File: src/rtl/phase_shift_mb.sv
`default_nettype none
// ============================================================================
//  Module   : phase_shift_mb
//  Purpose  : N-beam complex phase-shift/combine stage for the I/Q path ahead
//             of the delta-sigma modulator. One I/Q sample is captured every
//             DECIM clocks, rotated by one complex weight per beam through a
//             single shared complex multiplier, accumulated, then shifted,
//             saturated and emitted with a one-cycle strobe.
//             Beam weights are double-buffered: writes go to shadow registers
//             and a commit copies them to the active set on a capture edge.
//  Config   : PHASE_SHIFT_ROUND_EN - when defined and OUT_SHIFT>0, adds
//             2^(OUT_SHIFT-1) before the shift (round half up); otherwise the
//             shift truncates toward minus infinity.
//  Ports    : clock, reset        - clock, synchronous active-high reset
//             sysin_i/q           - signed I/Q input samples
//             wr_en/wr_beam       - shadow weight write strobe and beam index
//             wr_cos/wr_sin       - signed weight pair to write
//             commit              - request shadow->active copy
//             commit_pend         - commit requested, not yet applied
//             out_i/q             - signed saturated beam sum
//             out_valid           - one-cycle strobe, out_i/q just updated
//             out_sat             - {sat_q, sat_i} for the current output
//  Revision : 1.0 - initial release
// ============================================================================
module phase_shift_mb #(
  parameter int DATA_W    = 15,
  parameter int COEF_W    = 5,
  parameter int N_BEAMS   = 2,
  parameter int DECIM     = 8,
  parameter int OUT_SHIFT = 0
) (
  input  logic                                             clock,
  input  logic                                             reset,
  input  logic signed [DATA_W-1:0]                         sysin_i,
  input  logic signed [DATA_W-1:0]                         sysin_q,
  input  logic                                             wr_en,
  input  logic [((N_BEAMS > 1) ? $clog2(N_BEAMS) : 1)-1:0] wr_beam,
  input  logic signed [COEF_W-1:0]                         wr_cos,
  input  logic signed [COEF_W-1:0]                         wr_sin,
  input  logic                                             commit,
  output logic                                             commit_pend,
  output logic signed [DATA_W-1:0]                         out_i,
  output logic signed [DATA_W-1:0]                         out_q,
  output logic                                             out_valid,
  output logic [1:0]                                       out_sat
);

  localparam int c_beam_w = (N_BEAMS > 1) ? $clog2(N_BEAMS) : 1;
  localparam int c_acc_w  = DATA_W + COEF_W + 1 + $clog2(N_BEAMS);
  localparam int c_cnt_w  = $clog2(DECIM);

  localparam logic [c_cnt_w-1:0]  c_cnt_last  = c_cnt_w'(DECIM - 1);
  localparam logic [c_beam_w-1:0] c_beam_last = c_beam_w'(N_BEAMS - 1);

  // Saturation limits expressed at accumulator width; ~max is the matching minimum.
  localparam logic signed [c_acc_w-1:0] c_max = c_acc_w'((2 ** (DATA_W - 1)) - 1);
  localparam logic signed [c_acc_w-1:0] c_min = ~c_max;

`ifdef PHASE_SHIFT_ROUND_EN
  // (1<<OUT_SHIFT)>>1 is 2^(OUT_SHIFT-1) for OUT_SHIFT>0 and 0 for OUT_SHIFT=0.
  localparam logic signed [c_acc_w-1:0] c_round = (c_acc_w'(1) << OUT_SHIFT) >> 1;
`else
  localparam logic signed [c_acc_w-1:0] c_round = '0;
`endif

  // The whole accumulate pass must fit between two captures.
  generate
    if (N_BEAMS + 2 > DECIM) begin : g_param_check
      $error("phase_shift_mb: N_BEAMS+2 must be <= DECIM");
    end
  endgenerate

  typedef enum logic [1:0] {
    S_IDLE = 2'd0,
    S_ACC  = 2'd1,
    S_OUT  = 2'd2
  } state_t;

  state_t r_state;
  state_t w_state_nxt;
  logic   w_acc_en;
  logic   w_last;

  logic [c_cnt_w-1:0]         r_dec_cnt;
  logic                       w_capture;
  logic                       w_wr_ok;
  logic [c_beam_w-1:0]        r_beam;
  logic signed [DATA_W-1:0]   r_in_i;
  logic signed [DATA_W-1:0]   r_in_q;
  logic signed [c_acc_w-1:0]  r_acc_i;
  logic signed [c_acc_w-1:0]  r_acc_q;
  logic                       r_commit_pend;
  logic signed [DATA_W-1:0]   r_out_i;
  logic signed [DATA_W-1:0]   r_out_q;
  logic                       r_out_valid;
  logic [1:0]                 r_out_sat;

  logic signed [COEF_W-1:0]   r_sh_cos  [N_BEAMS];
  logic signed [COEF_W-1:0]   r_sh_sin  [N_BEAMS];
  logic signed [COEF_W-1:0]   r_act_cos [N_BEAMS];
  logic signed [COEF_W-1:0]   r_act_sin [N_BEAMS];

  logic signed [c_acc_w-1:0]  w_ix, w_qx, w_cx, w_sx;
  logic signed [c_acc_w-1:0]  w_sum_i, w_sum_q;
  logic signed [c_acc_w-1:0]  w_sh_i, w_sh_q;
  logic                       w_hi_i, w_lo_i, w_hi_q, w_lo_q;
  logic signed [DATA_W-1:0]   w_sat_i, w_sat_q;

  assign w_capture = (r_dec_cnt == '0);
  assign w_wr_ok   = (int'(wr_beam) < N_BEAMS);

  // ---------------------------------------------------------------- FSM
  always_ff @(posedge clock) begin
    if (reset) r_state <= S_IDLE;
    else       r_state <= w_state_nxt;
  end

  always_comb begin
    w_state_nxt = r_state;
    w_acc_en    = 1'b0;
    w_last      = 1'b0;
    case (r_state)
      S_IDLE: if (w_capture) w_state_nxt = S_ACC;
      S_ACC: begin
        w_acc_en = 1'b1;
        w_last   = (r_beam == c_beam_last);
        if (w_last) w_state_nxt = S_OUT;
      end
      S_OUT:   w_state_nxt = S_IDLE;
      default: w_state_nxt = S_IDLE;
    endcase
  end

  // ------------------------------------------------------ prescale counter
  always_ff @(posedge clock) begin
    if (reset)                        r_dec_cnt <= '0;
    else if (r_dec_cnt == c_cnt_last) r_dec_cnt <= '0;
    else                              r_dec_cnt <= r_dec_cnt + c_cnt_w'(1);
  end

  // A commit in the capture cycle must survive that capture, so the set wins.
  always_ff @(posedge clock) begin
    if (reset)          r_commit_pend <= 1'b0;
    else if (commit)    r_commit_pend <= 1'b1;
    else if (w_capture) r_commit_pend <= 1'b0;
  end

  // ------------------------------------------------------ weight registers
  // Non-blocking semantics give the required ordering: a swap in the same
  // cycle as a shadow write takes the pre-write shadow value.
  always_ff @(posedge clock) begin
    if (reset) begin
      for (int b = 0; b < N_BEAMS; b++) begin
        r_sh_cos[b]  <= '0;
        r_sh_sin[b]  <= '0;
        r_act_cos[b] <= '0;
        r_act_sin[b] <= '0;
      end
    end else begin
      if (wr_en && w_wr_ok) begin
        r_sh_cos[wr_beam] <= wr_cos;
        r_sh_sin[wr_beam] <= wr_sin;
      end
      if (w_capture && r_commit_pend) begin
        for (int b = 0; b < N_BEAMS; b++) begin
          r_act_cos[b] <= r_sh_cos[b];
          r_act_sin[b] <= r_sh_sin[b];
        end
      end
    end
  end

  // ------------------------------------------------------------ datapath
  // Operands are sign-extended to accumulator width so every product and
  // sum is exact.
  assign w_ix = c_acc_w'(r_in_i);
  assign w_qx = c_acc_w'(r_in_q);
  assign w_cx = c_acc_w'(r_act_cos[r_beam]);
  assign w_sx = c_acc_w'(r_act_sin[r_beam]);

  assign w_sum_i = r_acc_i + (w_ix * w_cx) + (w_qx * w_sx);
  assign w_sum_q = r_acc_q + (w_qx * w_cx) - (w_ix * w_sx);

  // Scaling works on the final sum (this beam included), so the result can be
  // registered on the last accumulate edge and out_valid lands in the OUT cycle.
  assign w_sh_i = (w_sum_i + c_round) >>> OUT_SHIFT;
  assign w_sh_q = (w_sum_q + c_round) >>> OUT_SHIFT;

  assign w_hi_i = (w_sh_i > c_max);
  assign w_lo_i = (w_sh_i < c_min);
  assign w_hi_q = (w_sh_q > c_max);
  assign w_lo_q = (w_sh_q < c_min);

  assign w_sat_i = w_hi_i ? c_max[DATA_W-1:0] : (w_lo_i ? c_min[DATA_W-1:0] : w_sh_i[DATA_W-1:0]);
  assign w_sat_q = w_hi_q ? c_max[DATA_W-1:0] : (w_lo_q ? c_min[DATA_W-1:0] : w_sh_q[DATA_W-1:0]);

  always_ff @(posedge clock) begin
    if (reset) begin
      r_in_i      <= '0;
      r_in_q      <= '0;
      r_acc_i     <= '0;
      r_acc_q     <= '0;
      r_beam      <= '0;
      r_out_i     <= '0;
      r_out_q     <= '0;
      r_out_valid <= 1'b0;
      r_out_sat   <= 2'b00;
    end else begin
      r_out_valid <= 1'b0;
      if (w_capture) begin
        r_in_i  <= sysin_i;
        r_in_q  <= sysin_q;
        r_acc_i <= '0;
        r_acc_q <= '0;
        r_beam  <= '0;
      end else if (w_acc_en) begin
        r_acc_i <= w_sum_i;
        r_acc_q <= w_sum_q;
        r_beam  <= r_beam + c_beam_w'(1);
        if (w_last) begin
          r_out_i     <= w_sat_i;
          r_out_q     <= w_sat_q;
          r_out_sat   <= {(w_hi_q | w_lo_q), (w_hi_i | w_lo_i)};
          r_out_valid <= 1'b1;
        end
      end
    end
  end

  assign commit_pend = r_commit_pend;
  assign out_i       = r_out_i;
  assign out_q       = r_out_q;
  assign out_valid   = r_out_valid;
  assign out_sat     = r_out_sat;

endmodule
`default_nettype wire
File: config.mk
export PLATFORM = sky130hd
export DESIGN_NAME = phase_shift_mb
export DESIGN_NICKNAME = d
export VERILOG_FILES = /design/src/rtl/phase_shift_mb.sv
export SDC_FILE = /design/constraint.sdc
export NUM_CORES = 1
export LEC_CHECK = 0
export ABC_AREA = 1
export CORE_AREA = 2 2 209 211
export DETAILED_ROUTE_END_ITERATION = 10
export DIE_AREA = 0 0 211 213
export PLACE_DENSITY_LB_ADDON = 0.05
export SETUP_SLACK_MARGIN = 0.15
export SLEW_MARGIN = 20
export SYNTH_ARGS = -nofsm -noshare
export SYNTH_HDL_FRONTEND = slang
export SYNTH_SLANG_ARGS = --single-unit
File: constraint.sdc
create_clock -name clock -period 9.6 [get_ports clock]
set_input_delay 1.44 -clock clock [delete_from_list [all_inputs] [get_ports clock]]
set_output_delay 1.44 -clock clock [all_outputs]
set_load 0.01 [all_outputs]
* After elaboration in Yosys (flattened, before gate mapping)
Memories as Yosys holds them, arrays and structs flattened. A register that Yosys moved wholly into a read port is not among the register bits.
Index checks and enable logic that the tools add are counted.
** Storage, ports and cells
- Memories :: 4
- Register bits :: 114
- Bits in writable memories :: 40
** Memory list
- r_act_cos :: depth 2, bits a word 5, read ports 1, clocked after Yosys merged registers in 1, wr ports 2, line 100 : logic signed [COEF_W-1:0] r_act_cos [N_BEAMS];
- r_act_sin :: depth 2, bits a word 5, read ports 1, clocked after Yosys merged registers in 1, wr ports 2, line 101 : logic signed [COEF_W-1:0] r_act_sin [N_BEAMS];
- r_sh_cos :: depth 2, bits a word 5, read ports 2, clocked after Yosys merged registers in 0, wr ports 2, line 98 : logic signed [COEF_W-1:0] r_sh_cos [N_BEAMS];
- r_sh_sin :: depth 2, bits a word 5, read ports 2, clocked after Yosys merged registers in 0, wr ports 2, line 99 : logic signed [COEF_W-1:0] r_sh_sin [N_BEAMS];
** Cells by class
- Multiplexer cells :: 34
- Equal/unequal tests :: 4
- Multiply operators :: 4
- Bitwise logic cells :: 8
- Magnitude comparators :: 4
- $add $sub $neg :: 6
- Reduce and logical (&&, ||, !) cells :: 11
** Operators with widths (number)
- $mul A15 B5 Y20 :: 4
- $add A22 B20 Y22 :: 3
- $mux W15 :: 4
- $gt A22 B15 Y1 const B :: 2
- $lt A22 B15 Y1 const B :: 2
- $mux W5 :: 6
- $sub A22 B20 Y22 :: 1
- $mux W1 :: 21
- $reduce_or A5 Y1 :: 2
- $or A1 B1 Y1 :: 6
- $mux W2 :: 2
- $ne A2 B2 Y1 const B :: 2
- $pmux W2 S2 :: 1
- $reduce_or A2 Y1 :: 2
- $add A3 B1 Y3 const B :: 1
- $eq A3 B3 Y1 const B :: 1
- $logic_not A3 Y1 :: 1
- $reduce_and A3 Y1 :: 1
- $reduce_or A3 Y1 :: 1
- $eq A2 B1 Y1 const B :: 1
- $logic_not A2 Y1 :: 1
- $not A1 Y1 :: 2
- $reduce_and A2 Y1 :: 1
- $reduce_bool A2 Y1 :: 1
- other kinds (2) :: 2

* Logic depth before layout (Yosys ltp)
- Word-level depth :: 6
- Depth in mapped cells :: 33
- Mapped depth without buffers :: 31

* Worst setup path before layout
Ideal clock, no wire load.
- Path type :: flip-flop to flip-flop
- From :: register (tool-made name)
- To :: register r_out_i[0], in the netlist out_i[0]
- Stages on the path, launching flop included :: 28
- Clock period less this slack :: 5.655 ns
- Buffers on the path :: 3
- Library setup time :: 0.122 ns
- Path slack :: 3.945 ns
- Arrival :: 5.534 ns
- Cells stage by stage :: dfxtp_1 > inv_2 > or2_2 > o21ai_0 > clkbuf_1 > clkbuf_1 > nor2_1 > fa_1 > fa_1 > fa_1 > fa_1 > inv_1 > fa_1 > inv_1 > ha_1 > nand2_1 > inv_1 > nand2_1 > nand3_1 > a21oi_1 > nand3_2 > nand2_1 > nand2_2 > nand3_1 > nand2_2 > a21oi_4 > buf_6 > a21oi_2
** RTL lines
- to (signal assigned) :: line 221 : r_out_i <= w_sat_i;
- to (decl) :: line 93 : logic signed [DATA_W-1:0] r_out_i;

==> flow_summary.toml <==
[outcome]
status = "complete, no violations"

[drt]
drc = 0
routed.top_layer = "met4"
met2WireLength_um = 23500
wire_per_inst_um = 17.3
wl_um = 51100
first_pass_iters = 6
wl_met3_um = 2740
met1Wirelength_um = 23700
ant_nets = 0
drtIter0Drc = 857
vias = 14650
viasPerCell = 4.96

[hold_path]
min_from = "r_dec_cnt[0]"
worstHoldEndpoint = "r_dec_cnt[0]"
hp-class = "flop to flop"
hold_depth = 1

[synthesis]
syn-cell-area_mm2 = 0.0190
synth_ff_type = "dfxtp_1"
yosysSeqAreaShare_pct = 18.4
synth_seq_cells = 155
synthTopCellsByArea = "fa_1 33%, dfxtp_1 12%, inv_1 11%, ha_1 9.4%, nand2_1 8.0%"
yosysTopAreaCell = "fa_1"
netlist_instances = 2352
yosys_warnings = 0
syn_nets = 2851
synth_cell_types = 40
synth_edf_count = 40
yosysMostFrequentCell = "inv_1"
syn_avg_cell_area_um2 = 8.08
synth-async-reset-ratio_pct = 0
synth_top_area_share_pct = 32.8
synth_common_cells = "582 x inv_1, 404 x nand2_1, 311 x fa_1"

[timing]
maxSlewViolCount = 0
min_period_ns = 7.18
clock.fmax_mhz = 139
tns_ns = 0
setup_violations = 0
hold-worst-slack_ns = 0.439
max_slew_margin_pct = 31.9
rsz0062_at_grt = "false"
worst_pin_slew_ns = 1.01
finalHoldViolations = 0
fin_crit_sh_pct = 74.7
fin_skew_ns = 0.0121

[final_layout]
diodes = 0
fin_nets = 2895
design_area_mm2 = 0.0208
fillCellCount = 4274
drive_above_1_share_pct = 5.23
fin_util_pct = 48.8
syn_to_final_growth_pct = 9.69

[placed_design]
port_buffers = 78
place.gp.congestion = 0.846
dp_hpwl_um = 41400
postPlaceCellArea_mm2 = 0.0203

[worst_setup_path]
crit_path_end_kind = "flop"
startpoint_type = "flop"
cp.arrival_ns = 7.52
worst_path_most_repeated_cell = "nand2_1"
max_stage_delay_ns = 0.64
cp_data_required_time_ns = 9.94
crit_family = "adder cells"
path_max_fanout = 14
ff2ff_setup_slack_ns = 2.42
worstSetupPathType = "flop to flop"
rr_worst_depth = 28
r2r-end = "out_i[5]"
critPathSlowestCell = "dfxtp_1"
worst-path-buf-inv = 6

[global_routing]
grt_overflow = 0
grt_pass1_wl_um = 83500
grtUsageTotal_pct = 24.6
grt_pass1_vias = 15316
antenna_found_initial = 0
grt_max_degree = 63

[clock_network]
cts_tree = "built"
cts_max_path_buffers = 2
holdBufCountCts = 0
cts_buffers = 17
clk_pin_slew_ns = 0.07
root_buffer = "clkbuf_16"
h-tree-depth = 4
postCtsSetupBuffers = 0
worstSkewPairLatency_ns = 0.49
cts_sinks = 155
cts_resized = 0

[floorplan]
io_pins = 79
start_util_pct = 44.5
die_area_mm2 = 0.0449
die_w_um = 211
placeableCoreArea_mm2 = 0.0427
fp-row-count = 76
die_h_um = 213

[job]
drv_cap = 0
state kept, by name, indices dropped and copies added (netlist names), 2 cells and up, named ones only:
register and cells:
r_acc_i 22, out_i 15, r_state 2, r_dec_cnt 3, r_act_sin 10, r_sh_sin 10, r_acc_q 22, out_sat 2
r_in_i 15, r_act_cos 10, out_q 15, r_sh_cos 10, r_in_q 15
cells by family (layout without fill, tap and decap cells):
| kind of cell | count (synthesis) | count (layout) | share of synthesized area, % |
|---|---|---|---|
| compound gates | 236 | 236 | 7.02 |
| flops | 155 | 155 | 18.4 |
| xor+xnor | 35 | 35 | 1.61 |
| fa+ha+maj | 454 | 454 | 42.2 |
| buf+inv | 659 | 716 | 13.3 |
| simple gates | 813 | 813 | 17.5 |
per-layer routing:
metal	vias to the layer above	track usage [%]
met2	342	40.0
li1	7067	-
met1	7190	33.9
met5	-	0
met3	51	4.10
met4	0	7.41
stage by stage:
| stage | setup slack, ns | std cells |
|---|---|---|
| 2_1_floorplan | 3.94 | 2352 |
| 3_3_place_gp | 2.56 | 2923 |
| 3_5_place_dp | 2.49 | 2923 |
| 4_1_cts | 2.47 | 2955 |
| 5_1_grt | 1.92 | 2955 |
| 6_report | 2.42 | 2955 |
worst reg2reg max path: cells and delay by family (launching register included):
kind / cells / cell delay [ns]
AOI/OAI and AO/OA: 2 / 0.63
adders and majority gates: 6 / 2.87
DFF: 1 / 0.64
buffers and inverters: 6 / 0.92
and+or+nand+nor: 14 / 1.96
final cells by class:
| type | count | area (um2) | share of cell area (%) |
|---|---|---|---|
| Sequential cell | 155 | 3500 | 16.8 |
| Inverter | 593 | 2230 | 10.7 |
| Clock inverter | 14 | 114 | 0.546 |
| Clock buffer | 18 | 429 | 2.06 |
| Timing Repair Buffer | 91 | 878 | 4.21 |
| Multi-Input combinational cell | 1538 | 13000 | 62.4 |
| Tap cell | 546 | 683 | 3.28 |
layout by cell type (no fill, tap or decap), types with 3 or more instances in the layout:
cell / synthesis / final
nand3_2: 3 / 3
nand2_2: 12 / 12
nor3_1: 3 / 3
buf_4: 2 / 13
inv_1: 582 / 582
edfxtp_1: 40 / 40
a21oi_1: 95 / 95
clkdlybuf4s50_1: 0 / 78
xor2_1: 16 / 16
fa_1: 311 / 311
clkbuf_16: 0 / 17
nor2_1: 290 / 288
clkinv_1: 4 / 5
nor2_4: 1 / 3
o21ai_0: 98 / 96
ha_1: 143 / 143
nand4_1: 18 / 18
o211ai_1: 13 / 13
dfxtp_1: 115 / 115
inv_8: 0 / 3
xnor2_1: 19 / 19
inv_6: 0 / 4
nor2_2: 12 / 12
a21oi_2: 20 / 20
nand2_1: 404 / 404
nand3_1: 47 / 47
inv_2: 7 / 8
or2_2: 17 / 17
worst max-delay path by stage:
stage | start | end | depth (start not counted)
after floorplan | flop | out_i[0] | 27
after global placement | flop | out_i[4] | 28
after detailed placement | flop | out_i[3] | 28
after CTS | flop | out_i[5] | 28
after global routing | flop | out_q[0] | 27
final | flop | out_i[5] | 28
Power is left out: the tool's default activity adds up to more than one toggle a clock period on the data nets, which glitch-free logic cannot reach.
==> RTL edit 1 (same flow settings) <==
Encoding of `state_t`: now one-hot (3 bits for 3 states).
--- a/src/rtl/phase_shift_mb.sv
+++ b/src/rtl/phase_shift_mb.sv
@@ -70,10 +70,10 @@
     end
   endgenerate
 
-  typedef enum logic [1:0] {
-    S_IDLE = 2'd0,
-    S_ACC  = 2'd1,
-    S_OUT  = 2'd2
+  typedef enum logic [2:0] {
+    S_IDLE = 3'b001,
+    S_ACC  = 3'b010,
+    S_OUT  = 3'b100
   } state_t;
 
   state_t r_state;
Check against the original RTL: no difference found for any inputs over 10 cycles, from zero or initial values and one cycle with reset high; not proved beyond that.
==> RTL edit 1 against the original RTL <==
  * Synthesized cell count is 2.0% higher
  * Cell count is 1.5% higher
  * Highest routed layer unchanged
  * Routed wire length is 2.4% lower
  * Global-route usage is 0.44 points lower
  * Via count is 0.46% higher
  * Non-clock buffer count is 3 lower
  * Die area stayed put
  * Sequential cell count is 1 higher
  * Design area is 1.2% higher
  * Area after synthesis is 1.2% higher
  * Setup slack worse by 550 ps
Power is not shown: default switching activity piles up to over one toggle a cycle in this logic, so the estimate is an artifact.
==> RTL edit 1: results (changes against the original RTL) <==
[worst_setup_path]
crit_arrival_ps = 8080  ; +560 ps
crit_fanout = 16  ; +2
slowest_stage = nand2_1
cp_slowest_stage_delay_ps = 670  ; +30 ps

[sta]
clock_skew_ps = 16.2  ; +4.17 ps
worst_pin_slew_ps = 1040  ; +26.9 ps

[grt]
met2_usage = 0.398  ; -0.00102
antenna_found_initial = 0  ; unchanged
grt_pass1_vias = 15500  ; +0.96%
met1_usage = 0.326  ; -0.0134
use_met3 = 0.0403  ; -0.000735
grt_usage = 0.242  ; -0.00440
grt_start_max_net_pins = 70  ; +11%
grt_pass1_wl_mm = 82.4  ; -1.3%

[clock_network]
cts.path.max_buffers = 2  ; unchanged
cts_buffers = 17  ; unchanged
clkLatencyLatePin_ps = 500
cts-root-buf = clkbuf_16
clk_pin_slew_ps = 70  ; about the same
post_cts_buffers = 0  ; unchanged
cts_resized = 0  ; unchanged

[yosys]
synthArstFlopShare = 0  ; unchanged
yosysWarnings = 0  ; unchanged
ys_seq_area_frac = 0.183  ; -0.00121
synth_ff_type = dfxtp_1
synthesis.nets = 2898  ; +1.6%
yosys.cell_types.count = 41  ; +2.5%
synth_area_leaders = fa_1, dfxtp_1, inv_1
synth_top_cells_by_count = inv_1, nand2_1, fa_1
syn_avg_cell_area_um2 = 8.02  ; -0.75%

[route]
drtIter0Drc = 736  ; -14%
dr.pass1.iters = 5  ; -1
wl_per_cell_um = 16.6  ; -3.9%
routed_wl_mm = 49.9  ; -2.4%
avgViaCountPerCell = 4.91  ; -1.0%

[outcome]
status = finished clean

[finish]
largestRegisters = r_acc_i x22, r_acc_q x22
fillers = 4273  ; -0.023%
drive_gt1_frac = 0.0603  ; +0.00801

[place]
dp.cells = 2968  ; +1.5%
gp_congestion = 0.895  ; +5.8%
dp_hpwl_mm = 40.0  ; -3.3%
dpl_cell_area_um2 = 20500  ; +1.1%

[flow_run]
drv_cap = 0  ; unchanged

[worst_hold_path]
hold_class = reg2reg

[RTL edit 1: cell types whose count changed in the layout (fill, tap and decap cells not counted), sizes merged, moves of 2 or more]
cell,before,now
o211ai,13,11
nand2,416,430
nand4,20,12
xnor2,19,14
nand3,50,54
nor2,303,319
o21bai,2,4
nor3,3,6
o21ai,101,103
buf,13,10
xor2,16,12
and2,1,3
inv,597,618
[RTL edit 1: layout make-up]
cell class,instances,share of cell area
tap,546,0.0324
clock buffer,19,0.0210
inverter,617,0.110
timing repair buffer,88,0.0406
multi-input combinational,1561,0.623
clock inverter,13,0.00634
sequential,156,0.167
[RTL edit 1: worst paths after layout]
check,start,endpoint,slack (ps),depth (start not counted)
max,flip-flop,out_i[7],1870,27
min,r_dec_cnt[0],r_dec_cnt[0],450,1
max reg2reg,flip-flop,out_i[7],1870,27
min reg2reg,r_dec_cnt[0],r_dec_cnt[0],450,1
[RTL edit 1: per-stage QoR]
stage,worst slack (ps),util
floorplan,3880,-
global placement,1980,0.481
detailed placement,1900,0.481
CTS,1880,0.494
global route,1400,0.494
finish,1870,0.494
[RTL edit 1: kinds of logic after synthesis]
group	Yosys count	synth area share
fa+ha+maj	454	0.417
xor+xnor	26	0.0118
simple gates	845	0.184
flops	156	0.183
compound gates	236	0.0689
buf+inv	682	0.135
[RTL edit 1: per-layer routing]
metal,routed length (um),part of all wire,vias to the layer above
met5,0,0,-
met1,23000,0.46,7212
li1,-,-,7168
met4,1150,0.023,0
met3,2140,0.043,46
met2,23600,0.47,291
==> RTL edit 2 (same settings) <==
Made on the original files. The localparam `c_round` goes from '0 to 1.
--- a/src/rtl/phase_shift_mb.sv
+++ b/src/rtl/phase_shift_mb.sv
@@ -60,7 +60,7 @@
   // (1<<OUT_SHIFT)>>1 is 2^(OUT_SHIFT-1) for OUT_SHIFT>0 and 0 for OUT_SHIFT=0.
   localparam logic signed [c_acc_w-1:0] c_round = (c_acc_w'(1) << OUT_SHIFT) >> 1;
 `else
-  localparam logic signed [c_acc_w-1:0] c_round = '0;
+  localparam logic signed [c_acc_w-1:0] c_round = 1;
 `endif
 
   // The whole accumulate pass must fit between two captures.
Behaviour: not the same (Yosys sat finds a counterexample within 4 cycles, from zero or initial values and one cycle with reset high).
==> RTL edit 2 against the original RTL <==
  * Area after synthesis up 6.8%
  * Synthesized cell count up 14%
  * Setup slack worse by 980 ps
  * Sequential cell count unchanged
  * Largest cell class unchanged
  * Highest routed layer unchanged
  * Routed wire length up 13%
  * Cell count up 11%
  * Via count up 14%
  * Design area up 6.7%
Power is not shown: default switching activity piles up to over one toggle a cycle in this logic, so the estimate is an artifact.
==> RTL edit 2: results (changes against the original RTL) <==
[route]
antenna_left = 0  ; unchanged
drtIter0Drc = 1173  ; +37%
met2_length_mm = 25.8  ; +9.4%
drt-met1-wl_mm = 27.3  ; +15%
wl_per_cell_um = 17.5  ; +1.4%
num_vias = 16700  ; +14%
wl_met3_mm = 3.40  ; +24%
dr.pass1.iters = 5  ; -1

[place]
dp_hpwl_mm = 47.6  ; +15%
gp_congestion = 0.920  ; +8.7%
dpl_cell_area_um2 = 21600  ; +6.6%

[yosys]
ys_seq_area_frac = 0.173  ; -0.0117
synth_area_leaders = fa_1, inv_1, dfxtp_1
synth_xor_area_frac = 0.0215  ; +0.00539
synth_top_cells_by_count = inv_1, nand2_1, nor2_1
yosys.cell_types.count = 37  ; -7.5%
synth_compound_area_frac = 0.0547  ; -0.0155
synthAdderAreaFrac = 0.398  ; -0.0243

[clock_network]
cts_resized = 0  ; unchanged

[sta]
finalHoldViolCount = 0  ; unchanged
clock_skew_ps = 13.6  ; +1.57 ps
maxSlewHeadroom = 0.345  ; +0.0261

[grt]
grt_start_max_net_pins = 75  ; +19%
antenna_found_initial = 0  ; unchanged
grt_usage = 0.275  ; +0.0293
grt_pass1_wl_mm = 93.6  ; +12%

[worst_setup_path]
cp_slowest_stage_delay_ps = 670  ; +30 ps
crit_fanout = 17  ; +3
slowest_stage = clkinv_1

[outcome]
status = finished clean

[finish]
final_net_count = 3233  ; +12%
largestRegisters = r_acc_i x22, r_acc_q x22
drive_gt1_frac = 0.0332  ; -0.0191

==> RTL edit 2: through the flow <==
| step | util | hold WS (ps) | instances | worst slack, ps |
|---|---|---|---|---|
| after floorplan | - | 417 | 2680 | 3260 |
| after global placement | 0.507 | 429 | 3257 | 1420 |
| after detailed placement | 0.507 | 447 | 3257 | 1390 |
| after CTS | 0.521 | 457 | 3289 | 1370 |
| after global routing | 0.521 | 493 | 3289 | 674 |
| final | 0.521 | 456 | 3289 | 1440 |
==> RTL edit 2: metal layers <==
| metal | global-route usage | vias up |
|---|---|---|
| met5 | 0 | - |
| li1 | - | 8072 |
| met2 | 0.435 | 443 |
| met1 | 0.393 | 8166 |
| met3 | 0.0404 | 64 |
| met4 | 0.0826 | 0 |
==> RTL edit 2: cell type report <==
cell class,instances,area (um2)
repair buffers,94,901
fillers,4291,20500
clock buffers,17,425
multi-input cells,1797,14100
well taps,546,683
inverters,665,2500
clock inverters,15,180
flip-flops and latches,155,3500
==> RTL edit 2: logic make-up (layout without fill, tap and decap cells) <==
| family | count (synthesis) | count (layout) |
|---|---|---|
| XOR/XNOR | 49 | 49 |
| AND/OR/NAND/NOR | 1083 | 1083 |
| buffers and inverters | 728 | 791 |
| flip-flops | 155 | 155 |
| adder cells (fa/ha/maj) | 458 | 458 |
| AO/OA/AOI/OAI | 207 | 207 |
==> RTL edit 2: worst max-delay path: cells and delay by family (launching register included) <==
family,cells,cell delay (ps)
fa+ha+maj,6,2800
buf+inv,7,1350
flops,1,500
simple gates,21,3330
==> RTL edit 2: path summary, 6_finish.rpt <==
path,from,to,slack [ps],cells after the start
setup / recovery,flip-flop,out_i[6],1440,34
hold / removal,r_dec_cnt[0],r_dec_cnt[0],460,1
setup reg to reg,flip-flop,out_i[6],1440,34
hold reg to reg,r_dec_cnt[0],r_dec_cnt[0],460,1
